$ cat config.mk
export PLATFORM = sky130hd
export DESIGN_NAME = full_adder
export DESIGN_NICKNAME = d
export VERILOG_FILES = /design/src/rtl/full_adder.sv
export SDC_FILE = /design/constraint.sdc
export NUM_CORES = 1
export LEC_CHECK = 0
export BUFFER_PORTS_ARGS = -buffer_cell sky130_fd_sc_hd__buf_4
export CELL_PAD_IN_SITES_DETAIL_PLACEMENT = 1
export CELL_PAD_IN_SITES_GLOBAL_PLACEMENT = 2
export CORE_ASPECT_RATIO = 0.7
export CORE_MARGIN = 2
export CORE_UTILIZATION = 27
export DETAILED_ROUTE_END_ITERATION = 16
export GPL_TIMING_DRIVEN = 0
export HOLD_SLACK_MARGIN = 0.12
export PLACE_DENSITY = 0.71
export SLEW_MARGIN = 25
export SYNTH_ARGS = -nofsm -noshare
export SYNTH_HDL_FRONTEND = slang
export SYNTH_SLANG_ARGS = --single-unit
export TNS_END_PERCENT = 50
$ cat constraint.sdc
create_clock -name clk -period 1.5 [get_ports clk]
set_input_delay 0.3 -clock clk [delete_from_list [all_inputs] [get_ports clk]]
set_output_delay 0.3 -clock clk [all_outputs]
set_load 0.005 [all_outputs]
$ cat src/rtl/full_adder.sv
// 1-bit full adder with a clocked bit-serial accumulation path.
// Define FULL_ADDER_SELFCHECK_EN to add the sticky err output.
module full_adder #(
  parameter int CNT_W           = 8,
  parameter bit SERIAL_CIN_INIT = 1'b0
) (
  input  logic             clk,
  input  logic             rst_n,
  input  logic             A,
  input  logic             B,
  input  logic             Cin,
  output logic             S,
  output logic             Cout,
  input  logic             serial_en,
  input  logic             serial_clr,
  output logic             S_q,
  output logic             carry_q,
  output logic [CNT_W-1:0] bit_cnt
`ifdef FULL_ADDER_SELFCHECK_EN
  ,
  output logic             err
`endif
);

  logic             s_ser;
  logic             c_ser;
  logic             S_d;
  logic             carry_d;
  logic [CNT_W-1:0] cnt_d;
  logic [CNT_W-1:0] cnt_q;

  // Pure gates: the core never sees clk or rst_n.
  assign S    = A ^ B ^ Cin;
  assign Cout = (A & B) | (A & Cin) | (B & Cin);

  assign s_ser = A ^ B ^ carry_q;
  assign c_ser = (A & B) | (A & carry_q) | (B & carry_q);

  always_comb begin
    S_d     = S_q;
    carry_d = carry_q;
    cnt_d   = cnt_q;
    if (serial_clr) begin
      S_d     = 1'b0;
      carry_d = SERIAL_CIN_INIT;
      cnt_d   = '0;
    end else if (serial_en) begin
      S_d     = s_ser;
      carry_d = c_ser;
      cnt_d   = cnt_q + CNT_W'(1);
    end
  end

  always_ff @(posedge clk or negedge rst_n) begin
    if (!rst_n) begin
      S_q     <= 1'b0;
      carry_q <= SERIAL_CIN_INIT;
      cnt_q   <= '0;
    end else begin
      S_q     <= S_d;
      carry_q <= carry_d;
      cnt_q   <= cnt_d;
    end
  end

  assign bit_cnt = cnt_q;

`ifdef FULL_ADDER_SELFCHECK_EN
  logic [1:0] comb_ref;
  logic [1:0] ser_ref;
  logic       mism;
  logic       err_d;
  logic       err_q;

  assign comb_ref = {1'b0, A} + {1'b0, B} + {1'b0, Cin};
  assign ser_ref  = {1'b0, A} + {1'b0, B} + {1'b0, carry_q};
  assign mism     = ({Cout, S} != comb_ref) | ({c_ser, s_ser} != ser_ref);

  always_comb begin
    err_d = err_q | mism;
    if (serial_clr) err_d = 1'b0;
  end

  always_ff @(posedge clk or negedge rst_n) begin
    if (!rst_n) err_q <= 1'b0;
    else        err_q <= err_d;
  end

  assign err = err_q;
`endif

endmodule

-- Yosys cells after proc, flatten, opt, wreduce, memory -nomap -nowiden
Index checks and enable logic that the tools add are counted.
- bits in registers: 10
- bits of input ports: 7
- add/sub/neg operators: 1
- muxes and demuxes: 6
- bitwise operators: 12
- reductions and logical operators: 1
- operators with widths (cell ; count):
    $mux 8 ; 2
    $add 8x1->8 const B ; 1
    $and 1x1->1 ; 5
    $mux 1 ; 4
    $or 1x1->1 ; 4
    $xor 1x1->1 ; 3
    $reduce_bool 2->1 ; 1

-- Longest topological paths before layout
Gate-level depths: netlist (run 1).
- word-level depth: 5
- depth in mapped cells: 4
- gate-level depth less buffers: 4

-- Worst setup path after synthesis (run 1)
OpenSTA, ideal clock, no wires.
- kind: register to register
- start: register cnt_q[0], in the netlist bit_cnt[0]
- end: register cnt_q[6], in the netlist bit_cnt[6]
- data arrival time: 1139 ps
- required time: 1422 ps
- path slack: 283 ps
- cell stages (with the launch flop): 5
- clock period less this slack: 1217 ps
- cells stage by stage: dfrtp_1 -> ha_1 -> nand3_1 -> or3_1 -> a21oi_1
- cells in the longest elaborated chain, start to end: 3
- ends and longest elaborated chain (what ; RTL line ; RTL):
    start: declaration ; 30 ; logic [CNT_W-1:0] cnt_q;
    start signal: assignment ; 62 ; cnt_q <= cnt_d;
    $add 8x1->8 ; 50 ; cnt_d = cnt_q + CNT_W'(1);
    $mux 8 ; 47 ; end else if (serial_en) begin
    $mux 8 ; 43 ; if (serial_clr) begin
No other way between the ends. The select of a mux whose other input is x is not followed.
A chain may end at the register's enable or synchronous reset.

-- Final worst setup path (run 1)
- start: input A
- end: output S
- cells in the longest elaborated chain, start to end: 2
- ends and longest elaborated chain (what ; RTL line ; RTL):
    start: declaration ; 9 ; input logic A,
    $xor 1x1->1 (2 in series) ; 33 ; assign S = A ^ B ^ Cin;
    end: declaration ; 12 ; output logic S,
No other way between the ends.

==> reports/results.ini, run 1 <==
[status]
status = finished, final reports clean

[global_routing]
grt_usage_pct = 12.3
grt_max_degree = 11
overflow = 0
grt_pass1_wl_microns = 1910
antenna_found_initial = 0
grt_pass1_vias = 400

[final_layout]
multi_input_area_sq_um = 249
nets = 78
regArea_sq_um = 250
fin_util_pct = 39.1
filler_cell_count = 207
finalInstanceArea_sq_um = 712
area_delta_synth_final_pct = 39.5
n_antenna_cell = 0
drive_gt1_share_pct = 34.3

[synth]
ys_seq_elements = 10
syn-num-nets = 55
netlist_instances = 45
synth_ff_type = dfrtp_1
synthArstFlopShare_pct = 100
ys_types = 16
ys_seq_area_share_pct = 49.0
syn-mean-instance-area_sq_um = 11.3
syn_area_sq_um = 510
yosysMostFrequentCell = dfrtp_1
synthTopCellsByCount = 10 x dfrtp_1, 7 x nor2_1
synthTopCellsByArea = dfrtp_1 49%, fa_1 7.8%, mux2i_1 5.9%
netlist.area_leader.share_pct = 49.0
synth.largest_area_cell = dfrtp_1
synth-edff-count = 0
yosys_warnings = 0

[placement]
io_buffers = 17
routabilityCongestion = 0.649
place_area_sq_um = 666

[clock_tree]
post_cts_hold_buffer_count = 1
post_cts_buffers = 0
cts_resized = 0
cts_inserted_buffers = 3
insertion_delay_ns = 0.27
h-tree-depth = 1
cts_tree = done
clkTransAtPathRegs_ns = 0.07
root_buffer = clkbuf_4
cts.path.max_buffers = 2
clock-sinks = 10

[worst_setup_path]
endpoint_kind = output pin
ff2ff_setup_slack_ns = 0.16
crit_arrival_ns = 1.06
crit_type = input port to output pin
r2r-end = bit_cnt[6]
startpoint = A
startpoint_type = input port
critPathCapture = S
cp.required_ns = 1.20
crit_fanout = 2
r2r-start = bit_cnt[0]
ff2ff_path_depth = 4

[power]
pwr-share-comb_pct = 13.7
peakVddDrop_v = 0.000346
switching_share_pct = 24.1
power_mw = 0.623
leakagePower_nw = 0.332
p_int_mw = 0.473
switchingPower_mw = 0.150
clockPowerShare_pct = 39.6
seq_power_share_pct = 46.7
power-per-cell-area_mw_per_mm2 = 875

[routing]
wire_per_inst_microns = 13.6
dr.pass1.iters = 3
via_count = 414
top_layer = met4
wl_met2_microns = 586
drt_wl_total_microns = 1210
drt.antenna.violating_nets = 0
drtIter0Drc = 1
wl_met1_microns = 548
wl_met3_microns = 44
via_per_inst = 4.65
drcViolationCount = 0

[die]
die_w_microns = 56.0
dieArea_sq_mm = 0.00226
die_h_microns = 40.4
num_io_pins = 19
row_count = 13
coreArea_sq_mm = 0.00182
start_util_pct = 28.0

[timing]
period_needed_ns = 1.36
grt_setup_unrepaired = false
maxSlewHeadroom_pct = 70.3
fin_tns_setup_ns = 0
finalSetupViolations = 0
maxSlewViolCount = 0
fin_skew_ns = 0.000421
hold_violations = 0
fmax_mhz = 735
worst_pin_slew_ns = 0.446
period_share_pct = 90.7

[hold_path]
hold_start = serial_en
hold_path.class = input port to register

[job]
max_cap_viol_count = 0

cell usage in the layout, fill, tap and decap left out, drive strengths merged:
cell	n
a21oi	3
buf	18
clkbuf	5
dfrtp	10
dlygate4sd3	1
fa	2
ha	1
mux2i	3
nand2	2
nand3	2
nand4	2
nor2	7
o2111ai	1
o21ai	3
or3	3
xnor2	1
xor2	3
registers in the layout, summed over array words and instances, names as in the netlist:
register / flops
S_q: 1
bit_cnt: 8
carry_q: 1
logic make-up after synthesis:
kind of cell               count (synthesis)  synth area share [%]
AOI/OAI and AO/OA                          7                  11.0
DFF                                       10                  49.0
and+or+nand+nor                           16                  14.7
adders and majority gates                  3                  10.3
buffers and inverters                      2                  2.21
muxes                                      3                  5.88
xor gates and xnor gates                   4                  6.86
metal layers:
metal,track usage (%),vias up
met2,20.9,6
met5,0,-
li1,-,200
met4,7.14,0
met1,13.1,203
met3,5.81,5
cell type report:
| type | instances | share of cell area [%] |
|---|---|---|
| Sequential cell | 10 | 35.1 |
| Clock buffer | 4 | 5.10 |
| Tap cell | 22 | 3.87 |
| Multi-Input combinational cell | 33 | 35.0 |
| Buffer | 2 | 1.58 |
| Timing Repair Buffer | 18 | 19.3 |
power groups by stage:
stage	Clock [mW]	Sequential (mW)	Combinational (mW)
after floorplan	0	0.296	0.0344
after global placement	0	0.296	0.0840
after detailed placement	0	0.296	0.0866
after CTS	0.260	0.291	0.0890
after global routing	0.275	0.293	0.0958
final	0.247	0.291	0.0854
through the flow:
step / std cells / hold slack [ns] / worst slack (ns)
after global placement: 84 / 0.140 / 0.145
after detailed placement: 84 / 0.137 / 0.131
after floorplan: 45 / 0.00441 / 0.283
after CTS: 89 / 0.380 / 0.131
final: 89 / 0.381 / 0.140
after global routing: 89 / 0.400 / 0.0523
worst min path at each step:
stage | to | slack, ns | cells past startpoint
2_1_floorplan | S_q | 0.004 | 0
3_3_place_gp | bit_cnt[6] | 0.14 | 1
3_5_place_dp | bit_cnt[6] | 0.14 | 1
4_1_cts | bit_cnt[0] | 0.38 | 3
5_1_grt | bit_cnt[0] | 0.40 | 3
6_report | bit_cnt[0] | 0.38 | 3
critical path: stages:
cell and delay (ns):
buf_4 0.13, fa_1 0.53, buf_4 0.10
No activity file was read; power rests on OpenSTA's default activity.
==> run 2: changes to the inputs <==
--- a/config.mk
+++ b/config.mk
@@ -6,15 +6,12 @@
 export NUM_CORES = 1
 export LEC_CHECK = 0
 export BUFFER_PORTS_ARGS = -buffer_cell sky130_fd_sc_hd__buf_4
-export CELL_PAD_IN_SITES_DETAIL_PLACEMENT = 1
-export CELL_PAD_IN_SITES_GLOBAL_PLACEMENT = 2
-export CORE_ASPECT_RATIO = 0.7
 export CORE_MARGIN = 2
-export CORE_UTILIZATION = 27
+export CORE_UTILIZATION = 38
 export DETAILED_ROUTE_END_ITERATION = 16
 export GPL_TIMING_DRIVEN = 0
 export HOLD_SLACK_MARGIN = 0.12
-export PLACE_DENSITY = 0.71
+export PLACE_DENSITY_LB_ADDON = 0.15
 export SLEW_MARGIN = 25
 export SYNTH_ARGS = -nofsm -noshare
 export SYNTH_HDL_FRONTEND = slang
==> run 2 against run 1 <==
Routed wire length fell by 15%. Largest cell class unchanged. Highest routed layer is now met3. Largest power group unchanged. Via count rose by 0.48%. Design area fell by 1.2%. Sequential share of layout area rose by 0.44 points. Global-route usage rose by 2.7 points.
==> reports/results.ini, run 2 (same netlist as run 1, synthesis figures left out) <==
[status]
status = finished, final reports clean

[timing]
hold_violations = 0
period_needed_ns = 1.35
period_share_pct = 90.2
finalSetupViolations = 0
fin_skew_ns = 0.00542
fin_tns_setup_ns = 0
maxSlewViolCount = 0
worst_pin_slew_ns = 0.445
maxSlewHeadroom_pct = 70.3
grt_setup_unrepaired = false
fmax_mhz = 739

[routing]
dr.pass1.iters = 2
wl_met3_microns = 57
wl_met1_microns = 446
drcViolationCount = 0
drt_wl_total_microns = 1030
wire_per_inst_microns = 12.5
drtIter0Drc = 1
wl_met2_microns = 521
via_count = 416
top_layer = met3
drt.antenna.violating_nets = 0
via_per_inst = 5.07

[final_layout]
final_common_cell = buf_4
n_antenna_cell = 0
filler_cell_count = 113
area_delta_synth_final_pct = 37.7
layout.cells.non_filler = 82
fin_util_pct = 54.7
largest_reg_flops = 8
nets = 78
drive_gt1_share_pct = 34.3
layout_common_cells = 18 x buf_4, 10 x dfrtp_1, 7 x nor2_1

[worst_setup_path]
crit_type = input port to output pin
r2r-end = bit_cnt[6]
ff2ff_path_depth = 4
r2r-start = bit_cnt[0]
crit_arrival_ns = 1.05
cp.required_ns = 1.20
critPathCapture = S
crit_fanout = 2
endpoint_kind = output pin
startpoint = A
ff2ff_setup_slack_ns = 0.19
startpoint_type = input port

[die]
die_w_microns = 40.7
coreArea_sq_mm = 0.00128
num_io_pins = 19
start_util_pct = 39.7
dieArea_sq_mm = 0.00165
row_count = 13
die_h_microns = 40.7

[job]
max_cap_viol_count = 0

[clock_tree]
clock-sinks = 10
cts.path.max_buffers = 2
clkTransAtPathRegs_ns = 0.07
post_cts_buffers = 0
cts_inserted_buffers = 3
cts_tree = done
root_buffer = clkbuf_4
insertion_delay_ns = 0.26
h-tree-depth = 1

[power]
power-per-cell-area_mw_per_mm2 = 875
leakagePower_nw = 0.332
peakVddDrop_v = 0.000549

[placement]
dp_cells = 77
io_buffers = 17
routabilityCongestion = 0.591
hpwl_microns = 764

[global_routing]
grt_pass1_vias = 337
overflow = 0
grt_pass1_wl_microns = 1540
antenna_found_initial = 0
grt_usage_pct = 15.0
grt_max_degree = 11

[hold_path]
min_delay_path_depth = 3
hold_start = serial_en
hold_path.class = input port to register

## run 2: cell counts in the layout (fill, tap and decap cells not counted)
No cell type changed its count.
## run 2: routing by layer
metal	GRT usage (%)	vias to the layer above
met5	0	-
met4	0	0
met3	8.15	0
met2	24.2	12
met1	18.7	204
li1	-	200
## run 2: cell type report
class                      instances  area, sq um  share of cell area (%)
buffer                             2         11.3                    1.60
clock buffer                       4         36.3                    5.16
multi-input combinational         33          249                    35.4
sequential                        10          250                    35.6
tap                               15         18.8                    2.67
timing repair buffer              18          138                    19.6
## run 2: per-stage QoR
step	hold slack (ns)	setup slack (ns)	power, mW	cell area (sq um)
2_1_floorplan	0.00441	0.283	0.330	510
3_3_place_gp	0.137	0.143	0.378	657
3_5_place_dp	0.138	0.145	0.379	657
4_1_cts	0.387	0.145	0.625	703
5_1_grt	0.409	0.135	0.644	703
6_report	0.391	0.147	0.615	703
## run 2: how the worst min path moves through the flow
stage	to	slack, ns
after floorplan	S_q	0.004
after global placement	bit_cnt[7]	0.14
after detailed placement	bit_cnt[6]	0.14
after CTS	S_q	0.39
after global routing	S_q	0.41
final	S_q	0.39
## run 2: timing repair
action,in CTS,in global routing
gates resized for setup,0,0
hold buffers,1,0
endpoints found under the hold margin,10,0
## run 2: worst max-delay path, cell delays in order
cell and delay [ns]:
buf_4 0.13, fa_1 0.52, buf_4 0.10
## run 2: power by group
group          internal (mW)  switching [mW]
clock                  0.147          0.0945
sequential             0.279          0.0120
combinational         0.0460          0.0369
